### config.mk
export PLATFORM = sky130hd
export DESIGN_NAME = alu_pipe
export DESIGN_NICKNAME = d
export VERILOG_FILES = /design/src/rtl/alu_pkg.sv /design/src/rtl/alu_mul_iter.sv /design/src/rtl/alu_pipe.sv
export SDC_FILE = /design/constraint.sdc
export NUM_CORES = 1
export LEC_CHECK = 0
export ABC_CLOCK_PERIOD_IN_PS = 5000
export CORE_MARGIN = 2
export CORE_UTILIZATION = 27
export CTS_BUF_LIST = sky130_fd_sc_hd__clkbuf_4 sky130_fd_sc_hd__clkbuf_8 sky130_fd_sc_hd__clkbuf_16
export CTS_CLUSTER_DIAMETER = 120
export DETAILED_ROUTE_END_ITERATION = 12
export PLACE_DENSITY_LB_ADDON = 0.05
export SYNTH_ARGS = -nofsm -noshare
export SYNTH_HDL_FRONTEND = slang
export SYNTH_SLANG_ARGS = --single-unit
### constraint.sdc
create_clock -name clk -period 5 [get_ports clk]
set_input_delay 0.75 -clock clk [delete_from_list [all_inputs] [get_ports clk]]
set_output_delay 0.75 -clock clk [all_outputs]
set_load 0.005 [all_outputs]
### src/rtl/alu_pkg.sv
// Shared definitions for the pipelined execute-stage ALU.
//   - 3-bit alu_op encodings
//   - FSM state encoding for the handshake controller
package alu_pkg;

  localparam logic [2:0] OP_OR  = 3'b000;
  localparam logic [2:0] OP_ADD = 3'b001;
  localparam logic [2:0] OP_SUB = 3'b010;
  localparam logic [2:0] OP_CMP = 3'b011;
  localparam logic [2:0] OP_AND = 3'b100;
  localparam logic [2:0] OP_SLL = 3'b101;
  localparam logic [2:0] OP_SRL = 3'b110;
  localparam logic [2:0] OP_MUL = 3'b111;

  typedef enum logic {
    IDLE = 1'b0,
    BUSY = 1'b1
  } state_t;

endpackage

### src/rtl/alu_mul_iter.sv
// Iterative N-bit unsigned shift-add multiplier.
//   clk, rst_n : clock, asynchronous active-low reset
//   start      : latch a/b and begin; ignored while running
//   a, b       : operands
//   done       : high during the cycle whose rising edge performs iteration N
//   prod_lo/hi : product after the iteration performed at the next edge;
//                equal to the full 2N-bit product while done is high
module alu_mul_iter #(
  parameter int N = 32
) (
  input  logic         clk,
  input  logic         rst_n,
  input  logic         start,
  input  logic [N-1:0] a,
  input  logic [N-1:0] b,
  output logic         done,
  output logic [N-1:0] prod_lo,
  output logic [N-1:0] prod_hi
);

  localparam int CW = $clog2(N) + 1;

  logic          run_q;
  logic [CW-1:0] cnt_q;
  logic [N-1:0]  a_q;
  logic [N-1:0]  hi_q;
  logic [N-1:0]  lo_q;

  logic [N:0]    sum;
  logic [N-1:0]  hi_d;
  logic [N-1:0]  lo_d;

  // Classic right-shifting product register: lo starts as the multiplier and
  // is consumed one bit per step while product bits shift in from the top.
  always_comb begin
    sum  = {1'b0, hi_q} + (lo_q[0] ? {1'b0, a_q} : '0);
    hi_d = sum[N:1];
    lo_d = {sum[0], lo_q[N-1:1]};
  end

  // cnt_q holds the number of completed iterations, so N-1 means the next
  // edge performs the last one.
  assign done    = run_q && (cnt_q == CW'(N - 1));
  assign prod_lo = lo_d;
  assign prod_hi = hi_d;

  // NOTE: state registers use non-blocking assignments so every flop samples
  // pre-edge values, independent of statement order.
  always_ff @(posedge clk or negedge rst_n) begin
    if (!rst_n) begin
      run_q <= 1'b0;
      cnt_q <= '0;
      a_q   <= '0;
      hi_q  <= '0;
      lo_q  <= '0;
    end else if (start && !run_q) begin
      run_q <= 1'b1;
      cnt_q <= '0;
      a_q   <= a;
      hi_q  <= '0;
      lo_q  <= b;
    end else if (run_q) begin
      hi_q  <= hi_d;
      lo_q  <= lo_d;
      cnt_q <= cnt_q + CW'(1);
      if (done) run_q <= 1'b0;
    end
  end

endmodule

### src/rtl/alu_pipe.sv
// Registered execute-stage ALU with valid/ready handshake and flag register.
//   clk, rst_n      : clock, asynchronous active-low reset
//   in_valid        : operation request, accepted when in_ready is high
//   in_ready        : high in IDLE; low while a MUL iterates
//   alu_op          : OR/ADD/SUB/CMP/AND/SLL/SRL/MUL (see alu_pkg)
//   input_1/2       : operands A/B; shifts use only input_2[$clog2(N)-1:0]
//   out_valid       : one-cycle pulse per completed op
//   output_0        : result, held until the next completion
//   *_flag          : zero/negative/carry/overflow, updated only on completion
module alu_pipe
  import alu_pkg::*;
#(
  parameter int N          = 32,
  parameter bit SIGNED_CMP = 1'b1
) (
  input  logic         clk,
  input  logic         rst_n,
  input  logic         in_valid,
  output logic         in_ready,
  input  logic [2:0]   alu_op,
  input  logic [N-1:0] input_1,
  input  logic [N-1:0] input_2,
  output logic         out_valid,
  output logic [N-1:0] output_0,
  output logic         zero_flag,
  output logic         negative_flag,
  output logic         carry_flag,
  output logic         overflow_flag
);

  localparam int SW = $clog2(N);

  state_t        state_q, state_d;
  logic          accept;
  logic          is_mul;
  logic          mul_done;
  logic [N-1:0]  mul_lo;
  logic [N-1:0]  mul_hi;

  logic [SW-1:0] shamt;
  logic [N:0]    add_ext, sub_ext, sll_ext, srl_ext;
  logic [N-1:0]  res;
  logic          res_z, res_n, res_c, res_v;

  assign in_ready = (state_q == IDLE);
  assign accept   = in_valid && in_ready;
  assign is_mul   = (alu_op == OP_MUL);
  assign shamt    = input_2[SW-1:0];

  alu_mul_iter #(.N(N)) u_mul (
    .clk     (clk),
    .rst_n   (rst_n),
    .start   (accept && is_mul),
    .a       (input_1),
    .b       (input_2),
    .done    (mul_done),
    .prod_lo (mul_lo),
    .prod_hi (mul_hi)
  );

  // One extra bit on each side of the shifters captures the last bit shifted
  // out; a zero shift leaves that bit at 0.
  assign add_ext = {1'b0, input_1} + {1'b0, input_2};
  assign sub_ext = {1'b0, input_1} - {1'b0, input_2};
  assign sll_ext = {1'b0, input_1} << shamt;
  assign srl_ext = {input_1, 1'b0} >> shamt;

  // NOTE: every output of a combinational block gets a default first, so no
  // path through the case can leave a latch behind.
  always_comb begin
    res   = '0;
    res_c = 1'b0;
    res_v = 1'b0;
    unique case (alu_op)
      OP_OR:  res = input_1 | input_2;
      OP_AND: res = input_1 & input_2;
      OP_ADD: begin
        res   = add_ext[N-1:0];
        res_c = add_ext[N];
        res_v = (input_1[N-1] == input_2[N-1]) && (res[N-1] != input_1[N-1]);
      end
      OP_SUB: begin
        res   = sub_ext[N-1:0];
        res_c = sub_ext[N];
        res_v = (input_1[N-1] != input_2[N-1]) && (res[N-1] != input_1[N-1]);
      end
      OP_CMP: begin
        res   = {{(N-1){1'b0}}, input_1 == input_2};
        res_c = input_1 < input_2;
      end
      OP_SLL: begin
        res   = sll_ext[N-1:0];
        res_c = sll_ext[N];
      end
      OP_SRL: begin
        res   = srl_ext[N:1];
        res_c = srl_ext[0];
      end
      default: ;
    endcase
    res_z = (res == '0);
    res_n = res[N-1];
    if (alu_op == OP_CMP) begin
      res_z = (input_1 == input_2);
      res_n = SIGNED_CMP ? ($signed(input_1) < $signed(input_2))
                         : (input_1 < input_2);
    end
  end

  always_comb begin
    state_d = state_q;
    unique case (state_q)
      IDLE: if (accept && is_mul) state_d = BUSY;
      BUSY: if (mul_done)         state_d = IDLE;
      default: state_d = IDLE;
    endcase
  end

  always_ff @(posedge clk or negedge rst_n) begin
    if (!rst_n) state_q <= IDLE;
    else        state_q <= state_d;
  end

  // NOTE: the result and flag registers are reset too, because their reset
  // value of 0 is architecturally visible right after rst_n falls.
  always_ff @(posedge clk or negedge rst_n) begin
    if (!rst_n) begin
      out_valid     <= 1'b0;
      output_0      <= '0;
      zero_flag     <= 1'b0;
      negative_flag <= 1'b0;
      carry_flag    <= 1'b0;
      overflow_flag <= 1'b0;
    end else begin
      out_valid <= 1'b0;
      if (accept && !is_mul) begin
        out_valid     <= 1'b1;
        output_0      <= res;
        zero_flag     <= res_z;
        negative_flag <= res_n;
        carry_flag    <= res_c;
        overflow_flag <= res_v;
      end else if (state_q == BUSY && mul_done) begin
        out_valid     <= 1'b1;
        output_0      <= mul_lo;
        zero_flag     <= (mul_lo == '0);
        negative_flag <= mul_lo[N-1];
        carry_flag    <= (mul_hi != '0);
        overflow_flag <= 1'b0;
      end
    end
  end

endmodule

==> results of run 1 <==
[cells by family (layout without fill, tap and decap cells)]
family,after synthesis,after routing
XOR/XNOR,35,35
AO/OA/AOI/OAI,709,709
buffers and inverters,252,456
flip-flops,141,141
AND/OR/NAND/NOR,812,812
adder cells (fa/ha/maj),144,144
multiplexers,154,154
[power by group]
group	switching (uW)	total, uW	leakage, uW	internal (uW)
Sequential	363	1880	0.00180	1520
Combinational	1930	3270	0.00712	1340
Clock	587	1360	0.000289	770
[placed cells by master (no fill, tap or decap), types with 14 or more instances in the layout]
cell,instances
o221ai_1,14
nand2_1,341
and2_1,42
a211oi_1,38
and3_1,14
clkdlybuf4s50_1,101
nor3_1,32
xor2_1,14
ha_1,141
dfrtp_1,140
a22oi_1,18
nor2_1,187
o211ai_1,30
a31oi_1,32
inv_1,102
mux2i_1,59
nor4_1,31
nand4_1,29
nand2b_1,21
a21o_1,33
mux4_2,36
mux2_2,52
o21ai_0,186
a221oi_1,17
nand3_1,38
o31ai_1,18
nor2b_1,19
a21oi_1,177
xnor2_1,21
clkbuf_16,17
buf_4,208
[per-layer routing]
layer  global-route usage  wire (microns)
met1                0.370           41500
met3               0.0270            3790
met4                0.129            4490
met5                    0              13
met2                0.429           40400
[through the flow]
| step | setup slack (ns) | TNS (ns) |
|---|---|---|
| after floorplan | 0.118 | 0 |
| after global placement | -0.206 | -0.206 |
| after detailed placement | -0.220 | -0.220 |
| after CTS | 0.171 | 0 |
| after global routing | 0.0381 | 0 |
| final | 0.132 | 0 |
[flip-flops by register name, summed over array words and instances (netlist names)]
register       flops
output_0          32
u_mul.a_q         32
u_mul.hi_q        32
u_mul.lo_q        32
u_mul.cnt_q        6
carry_flag         1
negative_flag      1
out_valid          1
overflow_flag      1
state_q            1
u_mul.run_q        1
zero_flag          1
[synth_stat cells, types with 39 or more instances]
library cell and instances:
a211oi_1 39, a21oi_1 177, and2_1 42, clkbuf_1 103, dfrtp_1 141, ha_1 141, inv_1 102, mux2_2 52
mux2i_1 59, nand2_1 342, nor2_1 188, o21ai_0 186
[repair_timing]
item | in CTS | in global routing
resized for setup | 0 | 1
hold buffers | 0 | 0
setup endpoints to repair | 0 | 1
[critical path: cells and delay by family]
kind                   cells  cell delay (ns)
multiplexers               2             0.93
AND/OR/NAND/NOR            5             1.48
buffers and inverters      1             0.71
AO/OA/AOI/OAI              4             1.36
[how the worst min path moves through the flow]
stage                           endpoint  cells past startpoint         start
after floorplan               carry_flag                      0         rst_n
after detailed placement    u_mul.a_q[7]                      1  u_mul.a_q[7]
after global routing      u_mul.hi_q[30]                      1         rst_n
after global placement      u_mul.a_q[9]                      1  u_mul.a_q[9]
after CTS                 u_mul.hi_q[30]                      1         rst_n
final                     u_mul.hi_q[30]                      1         rst_n
[area by class of cell]
| cell class | count | area share |
|---|---|---|
| multi-input cells | 1854 | 0.604 |
| well taps | 846 | 0.0505 |
| clock inverters | 11 | 0.00633 |
| flip-flops and latches | 141 | 0.169 |
| repair buffers | 320 | 0.130 |
| inverters | 104 | 0.0186 |
| clock buffers | 21 | 0.0220 |
==> qor.yml, run 1 <==
r2r_setup_slack_ns: 0.27
holdWs_ns: 0.280
path_class: "primary input to flop"
die-area_sq_um: 65800
core_sq_um: 63100
maxSlewHeadroom: 0.120
cts-root-buf: "clkbuf_16"
synth.top_cell.area_share: 0.205
grt_max_degree: 81
critPathMaxFanout: 6
cp_data_required_time_ns: 5.38
synth_fa_ha_area_frac: 0.106
crit_chain: "clkdlybuf4s50_1, mux4_1, mux2i_1, o22ai_1, a2111oi_0, o2111ai_1, or3_1, nor4_1, nand4_1, nor4_1, nand4_1, o21bai_1"
gr-total-overflow: 0
cts_buffers: 17
globalplace.congestion: 0.936
power_uw: 6510
drt-vias-per-instance: 5.59
critPathArrivalTime_ns: 5.25
cpPeakStageDelay_ns: 0.71
syn_to_final_growth_pct: 21.6
maxCapViolCount: 0
clkLatencyLatePin_ns: 0.48
synth_compound_area_frac: 0.266
netlist_area_sq_um: 17200
hpwlAfterDp_mm: 72.5
power.density_nw_per_um2: 311
drcViolationCount: 0
clockBufferDepth: 2
p_leak_uw: 0.00920
ys.flop_type: "dfrtp_1"
synth.yosys.seq_area_share: 0.205
grt.total_usage: 0.271
detailroute.via_count: 18400
synth_xor_area_frac: 0.0178
finalHoldViolCount: 0
drive_above_1_share: 0.154
synth_enable_flop_cells: 0
r2r_cells: 15
pin_count: 108
synthMuxAreaShare: 0.123
fillers: 6858
cp_slowest_cell: "clkdlybuf4s50_1"
start_kind: "primary input"
antenna_found_initial: 4
dr.first_iter.drc_count: 1346
period_needed_ns: 4.87
start_util: 0.273
regArea_sq_um: 3530
yosys_warnings: 0
r2r-end: "carry_flag"
outcome: "finished, final reports clean"
ant_nets: 0
place_area_sq_um: 20300
dp.cells: 3265
nets: 2652
rsz0062_at_grt: "no"
drt-total-wl_mm: 90.2
worst_pin_slew_ns: 1.31
setup.worst_path.end: "zero_flag"
antenna_cells: 0
min_period_over_period: 0.974
port_buffers: 107
rows: 92
multi_input_comb_area_sq_um: 12600
floorplan.die.height_microns: 257
tritoncts: "yes"
grt_pass1_vias: 18500
routedWlPerCell_microns: 27.3
final_area_sq_um: 20900
yosys.area_share.simple: 0.219
fin_util: 0.332
startpoint: "input_1[24]"
ys_async_sr_fraction: 1.00
fin_skew_ns: 0.0207
cts_htree_levels: 4
reg2reg_from: "u_mul.a_q[0]"
syn_nets: 2461
first_pass_iters: 6
setup_violations: 0
synth.area.top_cells: "dfrtp_1 20%, ha_1 10%, nand2_1 7.5%"
grt_pass1_wl_mm: 132
synthCells: 2247
ys_ff_latch: 141
hp-class: "primary input to async pin"
synth_top_family_by_area: "compound AO/OA/AOI/OAI gates"
ir_drop_mv: 0.204
clock-sinks: 141
fp.dieW_microns: 257
postCtsSetupBuffers: 0
final-max-slew-violation-count: 0
fmax_mhz: 205
yosys.area.top_type: "dfrtp_1"
end_kind: "flop"
synth.distinct_cells: 97
fin_cells: 3297
clk_pin_slew_ns: 0.07
synth.avg_cell_area_sq_um: 7.67
(Power assumes the default switching activity.)
==> run 2: changes to the inputs <==
--- a/config.mk
+++ b/config.mk
@@ -6,6 +6,7 @@
 export NUM_CORES = 1
 export LEC_CHECK = 0
 export ABC_CLOCK_PERIOD_IN_PS = 5000
+export CORE_ASPECT_RATIO = 0.8
 export CORE_MARGIN = 2
 export CORE_UTILIZATION = 27
 export CTS_BUF_LIST = sky130_fd_sc_hd__clkbuf_4 sky130_fd_sc_hd__clkbuf_8 sky130_fd_sc_hd__clkbuf_16
==> constraint.sdc (replaced) <==
create_clock -name clk -period 5 [get_ports clk]
set_input_delay 0.5 -clock clk [delete_from_list [all_inputs] [get_ports clk]]
set_output_delay 0.5 -clock clk [all_outputs]
set_load 0.005 [all_outputs]
==> run 2 against run 1 <==
Effect of this change:
- utilization is 0.22 points higher
- sequential power hardly changed
- power is 0.58% lower
- hold slack worse by 0.20 ns
- clock power is 5% lower
- global-route usage is 0.53 points higher
- critical path depth is 3 higher
- critical path type unchanged
- largest cell class unchanged
- highest routed layer is now met4
==> qor.yml, run 2 (synthesis results as in run 1) <==
outcome: "finished, final reports clean"  # unchanged
grt_pass1_wl_mm: 133  # was 132 mm
hpwlAfterDp_mm: 75.4  # was 72.5 mm
cp_data_required_time_ns: 5.37  # was 5.38 ns
drt-vias-per-instance: 5.73  # was 5.59
tns_ns: 0  # unchanged
path_class: "primary input to flop"  # unchanged
clock-sinks: 141  # unchanged
switching_share: 0.449  # was 0.442
cts-root-buf: "clkbuf_16"  # unchanged
die-area_sq_um: 65900  # was 65800 sq um
top_usage_layer: "met1"  # was met2
rows: 82  # was 92
final_cell_mix: "341 x nand2_1, 219 x buf_4, 187 x nor2_1"  # was 341 x nand2_1, 208 x buf_4, 187 x nor2_1
hp-class: "primary input to async pin"  # unchanged
clockBufferDepth: 2  # unchanged
fin_cells: 3304  # was 3297
holdWs_ns: 0.0840  # was 0.280 ns
fmax_mhz: 212  # was 205 MHz
dp.cells: 3271  # was 3265
clkLatencyLatePin_ns: 0.44  # was 0.48 ns
clockPowerShare: 0.199  # was 0.209
final_common_cell: "nand2_1"  # unchanged
start_util: 0.274  # was 0.273
ir_drop_mv: 0.274  # was 0.204 mV
cts_buffers: 17  # unchanged
drt-total-wl_mm: 92.5  # was 90.2 mm
start_kind: "primary input"  # unchanged
ctsHoldBuffers: 0  # unchanged
tritoncts: "yes"  # unchanged
grt_pass1_vias: 18400  # was 18500
routedWlPerCell_microns: 28.0  # was 27.3 microns
critPathMaxFanout: 7  # was 6
clk_pin_slew_ns: 0.07  # about the same
antenna_found_initial: 2  # was 4
end_kind: "flop"  # unchanged
p_leak_uw: 0.00925  # was 0.00920 uW
fp.dieW_microns: 286  # was 257 microns
r2r-end: "carry_flag"  # unchanged
gr-total-overflow: 0  # unchanged
p_int_uw: 3570  # was 3630 uW
fin_util: 0.334  # was 0.332
critPathArrivalTime_ns: 5.09  # was 5.25 ns
r2r_setup_slack_ns: 0.32  # was 0.27 ns
seqPwrFrac: 0.294  # was 0.290
switching_power_uw: 2900  # was 2880 uW
dr.first_iter.drc_count: 2114  # was 1346
pwr-share-comb: 0.506  # was 0.502
pin_count: 108  # unchanged
use_met1: 0.409  # was 0.370
grt.total_usage: 0.276  # was 0.271
fin_skew_ns: 0.0128  # was 0.0207 ns
rsz0062_at_grt: "no"  # unchanged
floorplan.die.height_microns: 230  # was 257 microns
grt_use_met3: 0.0462  # was 0.0270
setup_violations: 0  # unchanged
r2r_cells: 15  # unchanged
maxSlewHeadroom: 0.223  # was 0.120
drcViolationCount: 0  # unchanged
core_sq_um: 62900  # was 63100 sq um
period_needed_ns: 4.72  # was 4.87 ns
finalHoldViolCount: 0  # unchanged
min_period_over_period: 0.944  # was 0.974
maxCapViolCount: 0  # unchanged
grt_max_degree: 73  # was 81
syn_to_final_growth_pct: 22.0  # was 21.6%
port_buffers: 107  # unchanged
final-max-slew-violation-count: 0  # unchanged
ant_nets: 0  # unchanged
cts_htree_levels: 4  # unchanged
place_area_sq_um: 20400  # was 20300 sq um
globalplace.congestion: 0.996  # was 0.936
final_area_sq_um: 21000  # was 20900 sq um
first_pass_iters: 6  # unchanged
power.density_nw_per_um2: 308  # was 311 nW/um^2
grt.met2_usage: 0.403  # was 0.429
drive_above_1_share: 0.158  # was 0.154
worst_pin_slew_ns: 1.16  # was 1.31 ns
nets: 2664  # was 2652
detailroute.via_count: 18900  # was 18400
reg2reg_from: "u_mul.lo_q[0]"  # was u_mul.a_q[0]
==> run 2: cell count changes in the layout (fill, tap and decap cells not counted), sizes merged <==
cell	before	now
buf	219	231
bufinv	2	1
clkbuf	21	18
clkinv	3	5
clkinvlp	2	3
diode	0	1
inv	108	109
==> run 2: final cells by class <==
cell class	count	area (sq um)
clock inverters	14	133
flip-flops and latches	141	3530
well taps	840	1050
fillers	6765	41900
clock buffers	18	439
repair buffers	332	2830
multi-input cells	1854	12600
inverters	104	390
diodes	1	2.50
==> run 2: metal layers <==
layer / up-vias / part of all wire
li1: 8655 / -
met1: 9466 / 0.49
met2: 703 / 0.41
met3: 107 / 0.064
met4: 0 / 0.034
met5: - / 0
==> run 2: worst max path at each step <==
| stage | slack (ns) | start | to |
|---|---|---|---|
| 2_1_floorplan | 0.37 | input_2[2] | zero_flag |
| 3_3_place_gp | -0.15 | input_1[0] | zero_flag |
| 3_5_place_dp | -0.13 | input_1[0] | zero_flag |
| 4_1_cts | 0.30 | u_mul.lo_q[0] | carry_flag |
| 5_1_grt | 0.008 | u_mul.lo_q[0] | carry_flag |
| 6_report | 0.28 | input_2[6] | zero_flag |
==> run 2: power by group through the flow <==
stage	sequential (uW)	combinational (uW)	clock, uW
detailed placement	1920	3230	0
floorplan	1760	1920	0
finish	1900	3280	1290
CTS	1910	3250	1320
global route	1970	3580	1380
global placement	1920	3240	0
==> run 2: timing repair <==
action                                  in CTS  in global routing
resized for setup                            0                  2
setup buffers                                0                  0
endpoints found under the setup margin       0                  1
==> run 2: worst max-delay path, stage by stage <==
cell             delay, ns
clkdlybuf4s50_1       0.54
inv_1                 0.10
ha_1                  0.38
nor4_1                0.46
a21boi_0              0.91
a211oi_1              0.39
a31oi_1               0.33
buf_4                 0.17
o31ai_1               0.09
a2111oi_2             0.40
nand4_1               0.13
nor4_1                0.21
buf_4                 0.16
nand4_1               0.14
o21bai_1              0.18
==> run 2: stage by stage <==
step           power [uW]  setup slack [ns]
3_5_place_dp         5160            -0.129
4_1_cts              6470             0.300
5_1_grt              6930           0.00751
6_report             6470             0.281
3_3_place_gp         5160            -0.149
2_1_floorplan        3680             0.368
